`src/rtl/scan_chain_ctrl.sv`:
```
// -----------------------------------------------------------------------------
// scan_chain_ctrl
// Sequencer for a serial chain of CHAIN_LEN scan cells. A run has four phases.
// It shifts a pattern into the chain MSB first, so that bit i lands in cell i.
// It can insert one functional capture cycle. It then shifts the chain back
// out and compares the unloaded word against an expected value.
//
// Ports:
//   Clock      - rising-edge clock for controller and chain
//   nReset     - synchronous active-low reset
//   Start      - request a run (sampled only in IDLE)
//   CaptureEn  - latched at Start: 1 = insert capture cycle
//   PatternIn  - word to load, bit i ends in cell i (latched at Start)
//   Expected   - compare word (latched at Start)
//   SDO        - Q of the last chain cell
//   Test       - registered scan enable to the chain
//   SDI        - registered serial data to cell 0
//   Busy       - run in progress
//   Done       - one-cycle completion pulse
//   CaptureOut - unloaded chain contents, bit i = cell i
//   Pass       - CaptureOut == Expected, valid from Done until next Done
// -----------------------------------------------------------------------------
module scan_chain_ctrl #(
    parameter int CHAIN_LEN = 8,
    parameter int CNT_W     = 6
) (
    input  logic                 Clock,
    input  logic                 nReset,
    input  logic                 Start,
    input  logic                 CaptureEn,
    input  logic [CHAIN_LEN-1:0] PatternIn,
    input  logic [CHAIN_LEN-1:0] Expected,
    input  logic                 SDO,
    output logic                 Test,
    output logic                 SDI,
    output logic                 Busy,
    output logic                 Done,
    output logic [CHAIN_LEN-1:0] CaptureOut,
    output logic                 Pass
);

    typedef enum logic [2:0] {
        ST_IDLE      = 3'd0,
        ST_SHIFT_IN  = 3'd1,
        ST_CAPTURE   = 3'd2,
        ST_SHIFT_OUT = 3'd3,
        ST_DONE      = 3'd4
    } state_t;

    localparam logic [CNT_W-1:0] CNT_LAST = CNT_W'(CHAIN_LEN - 1);

    state_t                 state_q, state_d;
    logic [CNT_W-1:0]       cnt_q, cnt_d;
    logic [CHAIN_LEN-1:0]   pat_q, pat_d;
    logic [CHAIN_LEN-1:0]   exp_q, exp_d;
    logic                   cap_en_q, cap_en_d;
    logic [CHAIN_LEN-1:0]   sr_q, sr_d;
    logic                   test_q, test_d;
    logic                   sdi_q, sdi_d;
    logic                   busy_q, busy_d;
    logic                   done_q, done_d;
    logic [CHAIN_LEN-1:0]   cap_out_q, cap_out_d;
    logic                   pass_q, pass_d;
    logic [CHAIN_LEN-1:0]   sr_shift_s;

    // Unload shift register with the pre-edge SDO appended at the LSB; the
    // first bit out of the chain is cell N-1 and ends up in bit N-1.
    assign sr_shift_s = {sr_q[CHAIN_LEN-2:0], SDO};

    // Next-state, datapath and registered-output decode.
    always_comb begin
        state_d   = state_q;
        cnt_d     = cnt_q;
        pat_d     = pat_q;
        exp_d     = exp_q;
        cap_en_d  = cap_en_q;
        sr_d      = sr_q;
        sdi_d     = 1'b0;
        cap_out_d = cap_out_q;
        pass_d    = pass_q;

        case (state_q)
            ST_IDLE: begin
                if (Start) begin
                    state_d  = ST_SHIFT_IN;
                    cnt_d    = '0;
                    exp_d    = Expected;
                    cap_en_d = CaptureEn;
                    // MSB goes out first; the remainder is queued left-aligned.
                    sdi_d    = PatternIn[CHAIN_LEN-1];
                    pat_d    = {PatternIn[CHAIN_LEN-2:0], 1'b0};
                end else begin
                    state_d = ST_IDLE;
                end
            end
            ST_SHIFT_IN: begin
                if (cnt_q == CNT_LAST) begin
                    state_d = cap_en_q ? ST_CAPTURE : ST_SHIFT_OUT;
                    cnt_d   = '0;
                end else begin
                    cnt_d = cnt_q + {{(CNT_W-1){1'b0}}, 1'b1};
                    sdi_d = pat_q[CHAIN_LEN-1];
                    pat_d = {pat_q[CHAIN_LEN-2:0], 1'b0};
                end
            end
            ST_CAPTURE: begin
                state_d = ST_SHIFT_OUT;
            end
            ST_SHIFT_OUT: begin
                sr_d = sr_shift_s;
                if (cnt_q == CNT_LAST) begin
                    state_d   = ST_DONE;
                    cnt_d     = '0;
                    cap_out_d = sr_shift_s;
                    pass_d    = (sr_shift_s == exp_q);
                end else begin
                    cnt_d = cnt_q + {{(CNT_W-1){1'b0}}, 1'b1};
                end
            end
            ST_DONE: begin
                state_d = ST_IDLE;
            end
            default: begin
                state_d = ST_IDLE;
                cnt_d   = '0;
            end
        endcase

        // Control outputs follow the state being entered so they are registered.
        test_d = (state_d == ST_SHIFT_IN) || (state_d == ST_SHIFT_OUT);
        busy_d = (state_d == ST_SHIFT_IN) || (state_d == ST_CAPTURE) ||
                 (state_d == ST_SHIFT_OUT);
        done_d = (state_d == ST_DONE);
    end

    // State and output registers with synchronous active-low reset.
    always_ff @(posedge Clock) begin
        if (!nReset) begin
            state_q   <= ST_IDLE;
            cnt_q     <= '0;
            pat_q     <= '0;
            exp_q     <= '0;
            cap_en_q  <= 1'b0;
            sr_q      <= '0;
            test_q    <= 1'b0;
            sdi_q     <= 1'b0;
            busy_q    <= 1'b0;
            done_q    <= 1'b0;
            cap_out_q <= '0;
            pass_q    <= 1'b0;
        end else begin
            state_q   <= state_d;
            cnt_q     <= cnt_d;
            pat_q     <= pat_d;
            exp_q     <= exp_d;
            cap_en_q  <= cap_en_d;
            sr_q      <= sr_d;
            test_q    <= test_d;
            sdi_q     <= sdi_d;
            busy_q    <= busy_d;
            done_q    <= done_d;
            cap_out_q <= cap_out_d;
            pass_q    <= pass_d;
        end
    end

    assign Test       = test_q;
    assign SDI        = sdi_q;
    assign Busy       = busy_q;
    assign Done       = done_q;
    assign CaptureOut = cap_out_q;
    assign Pass       = pass_q;

endmodule
```
`config.mk`:
```
export PLATFORM = sky130hd
export DESIGN_NAME = scan_chain_ctrl
export DESIGN_NICKNAME = d
export VERILOG_FILES = /design/src/rtl/scan_chain_ctrl.sv
export SDC_FILE = /design/constraint.sdc
export NUM_CORES = 1
export LEC_CHECK = 0
export ABC_AREA = 1
export CORE_ASPECT_RATIO = 1.75
export CORE_UTILIZATION = 41
export DETAILED_ROUTE_END_ITERATION = 10
export PLACE_DENSITY = 0.67
export SETUP_SLACK_MARGIN = 0.3
export SYNTH_ARGS = -nofsm -noshare
export SYNTH_HDL_FRONTEND = slang
export SYNTH_SLANG_ARGS = --single-unit
export TNS_END_PERCENT = 30
```
`constraint.sdc`:
```
create_clock -name Clock -period 1.3 [get_ports Clock]
set_input_delay 0.13 -clock Clock [delete_from_list [all_inputs] [get_ports Clock]]
set_output_delay 0.13 -clock Clock [all_outputs]
set_load 0.03 [all_outputs]
```
# Word-level counts from Yosys, hierarchy flattened
# Cells that the tools add are included.
[op_classes] n_addsub=1 n_eq_ne=12 muxes=14 n_bitwise=1 reduce_logical=11
[op_table] op="one-hot mux 6 bit (3 select lines)" n=1
[op_table] op="two-way mux 8 bit" n=2
[op_table] op="one-hot mux 8 bit (2 select lines)" n=1
[op_table] op="== test 3 x 2 -> 1 bit, second input constant" n=4
[op_table] op="two-way mux 6 bit" n=2
[op_table] op="one-hot mux 3 bit (4 select lines)" n=1
[op_table] op="== test 8 bit" n=1
[op_table] op="adder 6 x 1 -> 6 bit, second input constant" n=1
[op_table] op="== test 3 x 1 -> 1 bit, second input constant" n=2
[op_table] op="== test 3 bit, second input constant" n=2
[op_table] op="== test 6 x 3 -> 1 bit, second input constant" n=1
[op_table] op="two-way mux 3 bit" n=2
[op_table] op="AND reduction 2 bit" n=3
[op_table] op="two-way mux 1 bit" n=4
[op_table] op="!= test 2 bit, second input constant" n=2
[op_table] op="OR reduction 2 bit" n=2
[op_table] op="logical NOT 3 bit" n=1
[op_table] op="logical OR 1 bit" n=3
[op_table] op="AND reduction 3 bit" n=1
[op_table] op="one-hot mux 1 bit (2 select lines)" n=1
[op_table] op="nonzero test 2 bit" n=1
[op_table] op="inverter 1 bit" n=1
[word_totals] ff_bits=46 input_bits=21 elab_cells=51

# Depth between registers and ports, before layout
[logic_depth] ltp_word=6 depth_mapped=11

# Worst setup path after synthesis
# OpenSTA, ideal clock, no wires.
[synth_path] path_kind="register -> register" startpoint="reg cnt_q[0]" endpoint="reg pat_q[4]" setup_time_ns=0.114 t_arrival_ns=1.227 required_time_ns=1.186 slack_ns=-0.041 path_stages_with_launch=11 period_less_slack_ns=1.341 path_cell_list="dfxtp_1 ha_1 nand2_2 nor2_4 nand2_2 clkinv_2 nand2_4 nand2_4 buf_6 nor2_1 nor2_2"
[synth_via] elab_chain_len=3
[synth_rtl] item="from (decl)" line_no="53" source="logic [CNT_W-1:0] cnt_q, cnt_d;"
[synth_rtl] item="from (signal assigned)" line_no="153" source="cnt_q <= cnt_d;"
[synth_rtl] item="== test 6 x 3 -> 1 bit" line_no="97" source="if (cnt_q == CNT_LAST) begin"
[synth_rtl] item="!= test 2 bit (no source line)"
[synth_rtl] item="AND reduction 3 bit (no source line)"
[synth_rtl] item="to (signal assigned)" line_no="154" source="pat_q <= pat_d;"
[synth_rtl] item="to (decl)" line_no="54" source="logic [CHAIN_LEN-1:0] pat_q, pat_d;"
# No other way between the ends.
# A chain may end at the register's enable or synchronous reset.

# Worst setup path in the final report
[layout_path] startpoint="reg cnt_q[0]" endpoint="reg pass_q, in the netlist Pass"
[layout_via] elab_chain_len=2
[layout_rtl] item="== test 6 x 3 -> 1 bit" line_no="111" source="if (cnt_q == CNT_LAST) begin"
[layout_rtl] item="AND reduction 2 bit (no source line)"
[layout_rtl] item="to (signal assigned)" line_no="163" source="pass_q <= pass_d;"
[layout_rtl] item="to (decl)" line_no="63" source="logic pass_q, pass_d;"
# No other way between the ends.

==> results.py <==
metrics = {
    "sta": {
        "fmax_ghz": 0.786,
        "fin_skew_ns": 0.00722,
        "rsz0062_at_grt": "yes",
        "finalSetupTns_ns": 0,
        "slew_violations": 0,
        "worst_slew_pin_slew_ns": 0.225,
        "fin_crit_sh": 0.978,
        "period_needed_ns": 1.27,
        "hold_viol_final": 0,
        "finalSetupViolCount": 0,
        "relSlewSlack": 0.850,
    },
    "clock_tree": {
        "clk-insertion-delay-late_ns": 0.30,
        "clk_pin_slew_ns": 0.09,
        "clockRootBuffer": "clkbuf_8",
        "cts_made_buffers": 5,
        "tritoncts": "yes",
        "cts_htree_levels": 2,
        "clock_tree.buffer_depth": 2,
        "hold_buffers": 0,
        "cts.sinks": 45,
    },
    "synthesis": {
        "syn-num-nets": 283,
        "ys_ff_latch": 45,
        "ys_warn_count": 0,
        "avgSynthCellArea_um2": 7.48,
        "synthFlopType": "dfxtp_1",
        "synth-edff-count": 0,
        "synthesis.area_um2": 1950,
        "ys_seq_area_frac": 0.461,
        "ys_types": 27,
        "netlist_instances": 261,
        "synth-async-reset-ratio": 0,
    },
    "finish": {
        "fillers": 437,
        "seq_area_um2": 907,
        "drive_above_1_share": 0.297,
        "nets": 337,
        "synthToLayoutAreaGrowth_pct": 38.5,
        "stdcell_area_um2": 2710,
        "multi_input_area_um2": 1090,
        "antenna_cells": 0,
    },
    "worst_hold_path": {
        "min_to": "exp_q[6]$_SDFFE_PN0P_",
        "min_path_cells": 3,
        "hp-class": "primary input to register",
        "min_from": "Expected[6]",
    },
    "route": {
        "drt-pass1-iter-count": 4,
        "via_per_inst": 4.76,
        "wl_per_cell_um": 11.6,
        "drtIter0Drc": 25,
        "vias": 1748,
        "drcViolationCount": 0,
        "drt_wl_total_mm": 4.25,
        "antenna_left": 0,
    },
    "power_and_ir_drop": {
        "swShare": 0.250,
        "combinationalPowerShare": 0.147,
        "p_seq_frac": 0.486,
        "p_int_mw": 2.26,
        "p_clk_frac": 0.367,
        "p_switching_mw": 0.751,
        "vdd_drop_max_v": 0.00102,
        "power_leakage_nw": 1.19,
        "power_mw": 3.01,
        "p_per_area_nw_per_um2": 1110,
    },
    "global_routing": {
        "track_usage": 0.192,
        "grtUsageMet1": 0.193,
        "grt_pass1_wl_mm": 7.03,
        "antenna_found_initial": 0,
        "grt_pass1_vias": 1602,
        "grt_most_used_layer": "met2",
        "grt_max_degree": 18,
        "met2_usage": 0.352,
        "overflow": 0,
        "grt_util_met3": 0.0439,
    },
    "run": {
        "maxCapViolations": 0,
    },
    "floorplan": {
        "dieWidth_um": 54.2,
        "core_um2": 4480,
        "start_util": 0.436,
        "fp.dieH_um": 93.3,
        "row_count": 32,
        "pin_count": 34,
        "dieArea_um2": 5050,
    },
    "placed_design": {
        "io_buffers": 33,
        "hpwl_mm": 2.99,
        "dpl_cell_area_um2": 2470,
        "gp_congestion": 0.754,
    },
    "worst_setup_path": {
        "r2r_end": "Pass$_SDFFE_PN0P_",
        "r2r-start": "cnt_q[0]$_SDFFE_PN0P_",
        "crit_path_start": "cnt_q[0]$_SDFFE_PN0P_",
        "crit_fanout": 5,
        "reg2reg_setup_slack_ns": 0.03,
        "crit_type": "register to register",
        "crit_path_end_kind": "register",
        "cp.required_ns": 1.55,
        "worstSetupStartpointType": "register",
        "crit_arrival_ns": 1.53,
        "r2r_cells": 9,
    },
    "run_status": {
        "outcome": "finished, final reports clean",
    },
}
cells in the mapped netlist, types with 2 or more instances:
master / n / area share
dfxtp_1: 45 / 0.46
a21oi_1: 15 / 0.038
inv_1: 12 / 0.023
nor2_2: 3 / 0.0096
o21ai_1: 4 / 0.010
nand2_1: 89 / 0.17
nor2_4: 3 / 0.017
nand2_2: 5 / 0.016
nor2_1: 34 / 0.065
buf_2: 4 / 0.010
xnor2_1: 8 / 0.036
nand3_1: 6 / 0.015
o21ai_0: 8 / 0.021
xor2_1: 3 / 0.013
a21oi_2: 2 / 0.0090
inv_2: 4 / 0.0077
nand2_4: 5 / 0.029
clkinv_1: 2 / 0.0038
logic make-up (layout without fill, tap and decap cells):
| family | Yosys count | after routing | share of synthesized area |
|---|---|---|---|
| buffers and inverters | 26 | 79 | 0.0602 |
| flip-flops | 45 | 45 | 0.461 |
| AO/OA/AOI/OAI | 29 | 29 | 0.0782 |
| XOR/XNOR | 11 | 11 | 0.0493 |
| adder cells (fa/ha/maj) | 1 | 1 | 0.00641 |
| AND/OR/NAND/NOR | 149 | 151 | 0.345 |
sequential cells by signal, summed over array words and instances, names as in the netlist, 3 cells and up:
register,cells
CaptureOut,8
exp_q,8
pat_q,7
sr_q,7
cnt_q,6
state_q,3
power by group through the flow:
stage               clock network (mW)  registers, mW  logic [mW]
finish                            1.10           1.46       0.443
global route                      1.19           1.47       0.496
floorplan                            0           1.51       0.234
global placement                     0           1.49       0.392
CTS                               1.14           1.46       0.423
detailed placement                   0           1.49       0.396
layout make-up:
type,instances,area share
multi-input cells,192,0.403
well taps,51,0.0236
clock inverters,2,0.0139
flip-flops and latches,45,0.335
repair buffers,51,0.161
inverters,20,0.0324
clock buffers,6,0.0305
metrics by stage:
step	hold WS [ns]	setup slack [ns]	utilization	cells
after floorplan	0.240	0.000318	-	261
after global placement	0.428	-0.0237	0.552	354
after detailed placement	0.431	-0.0489	0.552	354
after CTS	0.373	0.0258	0.579	364
after global routing	0.382	-0.0603	0.603	367
final	0.380	0.0285	0.603	367
placed cells by master (no fill, tap or decap), types with 7 or more instances in the layout:
cell type | synthesis | layout
a21oi_1 | 15 | 14
buf_4 | 1 | 23
clkdlybuf4s50_1 | 0 | 20
dfxtp_1 | 45 | 40
inv_1 | 12 | 12
nand2_1 | 89 | 75
nand2_2 | 5 | 12
nand2_4 | 5 | 10
nor2_1 | 34 | 30
nor2_2 | 3 | 7
o21ai_0 | 8 | 7
xnor2_1 | 8 | 8
worst max-delay path by stage:
stage	endpoint	slack, ns	depth (start not counted)
floorplan	pat_q[5]$_SDFFE_PN0P_	0.0003	11
global placement	cnt_q[3]$_SDFFE_PN0P_	-0.02	7
detailed placement	cnt_q[3]$_SDFFE_PN0P_	-0.05	7
CTS	CaptureOut[5]$_SDFFE_PN0P_	0.03	9
global route	CaptureOut[4]$_SDFFE_PN0P_	-0.06	9
finish	Pass$_SDFFE_PN0P_	0.03	9
repair_timing:
item / 4_1_cts / 5_1_grt
hold endpoints to repair: 0 / 0
pin swaps: 4 / 9
cloned: 1 / 1
resized for setup: 73 / 37
setup endpoints to repair: 58 / 53
setup buffers: 1 / 2
worst max-delay path: stages (launching register included):
cell,delay (ns)
dfxtp_2,0.36
ha_4,0.15
nand2_4,0.05
nor2_4,0.11
nand2_2,0.08
clkinv_4,0.09
nand2_8,0.09
nor2_4,0.17
nand3_2,0.08
nand2_1,0.05
layer usage:
| metal | share of wire | up-vias |
|---|---|---|
| met3 | 0.033 | 8 |
| met2 | 0.58 | 35 |
| met5 | 0 | - |
| met4 | 0.024 | 0 |
| li1 | - | 913 |
| met1 | 0.36 | 792 |
Note: power is estimated with default switching activity, not from simulation.
==> edit (config.mk and constraints unchanged) <==
Set the parameter `CNT_W` to 4 (it was 6).
--- a/src/rtl/scan_chain_ctrl.sv
+++ b/src/rtl/scan_chain_ctrl.sv
@@ -22,7 +22,7 @@
 // -----------------------------------------------------------------------------
 module scan_chain_ctrl #(
     parameter int CHAIN_LEN = 8,
-    parameter int CNT_W     = 6
+    parameter int CNT_W     = 4
 ) (
     input  logic                 Clock,
     input  logic                 nReset,
Check against the original RTL: same outputs for any inputs over 10 cycles, from zero or initial values and one cycle with nReset low; that may be too few to reach the edited logic, so the function may still have changed.
==> edit against the unedited design <==
  * Power fell by 11%
  * Setup slack improved by 7.1 ps
  * Highest routed layer unchanged
  * Critical endpoint is now Busy
  * Synthesized area fell by 7.6%
  * Maximum frequency rose by 0.56%
  * Die area fell by 7.3%
  * Final area fell by 7.0%
  * Clock power fell by 22%
  * Sequential cell count fell by 2
  * Routed wire length rose by 7.9%
==> edit: results <==
group,metric,value,unit
routing,firstDrtPassIters,6,
place,hpwlAfterDp,3150,um
place,gp_congestion,0.8036,
place,place_ws,-104.8,ps
routing,wl,4582,um
routing,drt-met1-wl,1799,um
clock_network,cts.repair.resized,76,
sta,relSlewSlack,0.7829,
clock_network,htree_levels,2,
global_routing,grt_max_degree,19,
critical_path,crit_fanout,3,
routing,met3_wirelength,134,um
logic_synthesis,ys_async_sr_fraction,0,
global_routing,met1_usage,0.2100,
pwr,ir_drop,0.8501,mV
place,dpl_cell_area,2305,um2
layout,diodes,0,
layout,num-nets-final,326,
routing,wl_met2,2471,um
min_path,hold_class,"in2reg",
global_routing,top_usage_layer,"met2",
clock_network,root_buffer,"clkbuf_8",
global_routing,grt_pass1_vias,1695,
logic_synthesis,synth_adder_area_share,0.006930,
global_routing,grt_pass1_wl,7300,um
logic_synthesis,synth_nets,268,
routing,viasPerCell,4.935,
critical_path,critical_path.top_delay_family,"simple AND/OR/NAND/NOR gates",
logic_synthesis,synth-xor-area-share,0.01940,
routing,wl_per_cell,12.94,um
pwr,leakage,1.148,nW
layout,n_fill_cell,403,
min_path,whs_path_depth,3,
logic_synthesis,syn_avg_cell_area,7.339,um2
clock_network,cts_setup_buffers,3,
layout,drive_above_1_share,0.2852,
critical_path,slowest_delay,360,ps
critical_path,arrival,1460,ps
routing,drtIter0Drc,58,
logic_synthesis,synth_compound_area_frac,0.1317,
routing,top_layer,"met4",
place,dp_cells,337,
global_routing,met2_usage,0.3750,
clock_network,cts_max_path_buffers,2,
global_routing,grtUsageTotal,0.2101,
place,port_buffers,33,
logic_synthesis,synth_area_leaders,"dfxtp_1, nand2_1, o21ai_0",
logic_synthesis,ys_types,23,
sta,final_max_slew_viol_count,0,
logic_synthesis,yosys-top-cells-count,"nand2_1, dfxtp_1, nor2_1, o21ai_0, inv_1",
logic_synthesis,ys_seq_area_frac,0.4768,
critical_path,r2r_cells,8,
outcome,status,"finished, final reports clean",
global_routing,met3_usage,0.04399,
global_routing,antenna_found_initial,0,
logic_synthesis,yosys_warnings,0,
sta,skew,2.593,ps
critical_path,crit_slowest_cell,"dfxtp_2",
## edit: cell types whose count changed after synthesis, sizes merged, moves of 3 or more
cell,delta
o21ai,+18
nand4,+4
inv,+12
xor2,-3
clkinv,-3
nand2,-35
xnor2,-4
nor2,-4
## edit: final timing paths
| path | to | from | slack (ps) |
|---|---|---|---|
| hold / removal | SDI | PatternIn[7] | 390 |
| setup reg to reg | Busy | cnt_q[1] | 40 |
| setup / recovery | Busy | cnt_q[1] | 40 |
| hold reg to reg | CaptureOut[0] | CaptureOut[0] | 450 |
## edit: layout make-up
type / count / area [um2] / share of cell area
well taps: 49 / 61.31 / 0.02438
clock inverters: 3 / 20.02 / 0.007960
flip-flops and latches: 43 / 870.8 / 0.3463
clock buffers: 5 / 68.82 / 0.02736
repair buffers: 56 / 451.7 / 0.1796
inverters: 29 / 113.9 / 0.04527
multi-input cells: 169 / 928.4 / 0.3692
## edit: where the power goes
part	internal, mW	switching (mW)
clock	0.374	0.485
combinational	0.186	0.227
sequential	1.38	0.0328
total	1.94	0.744
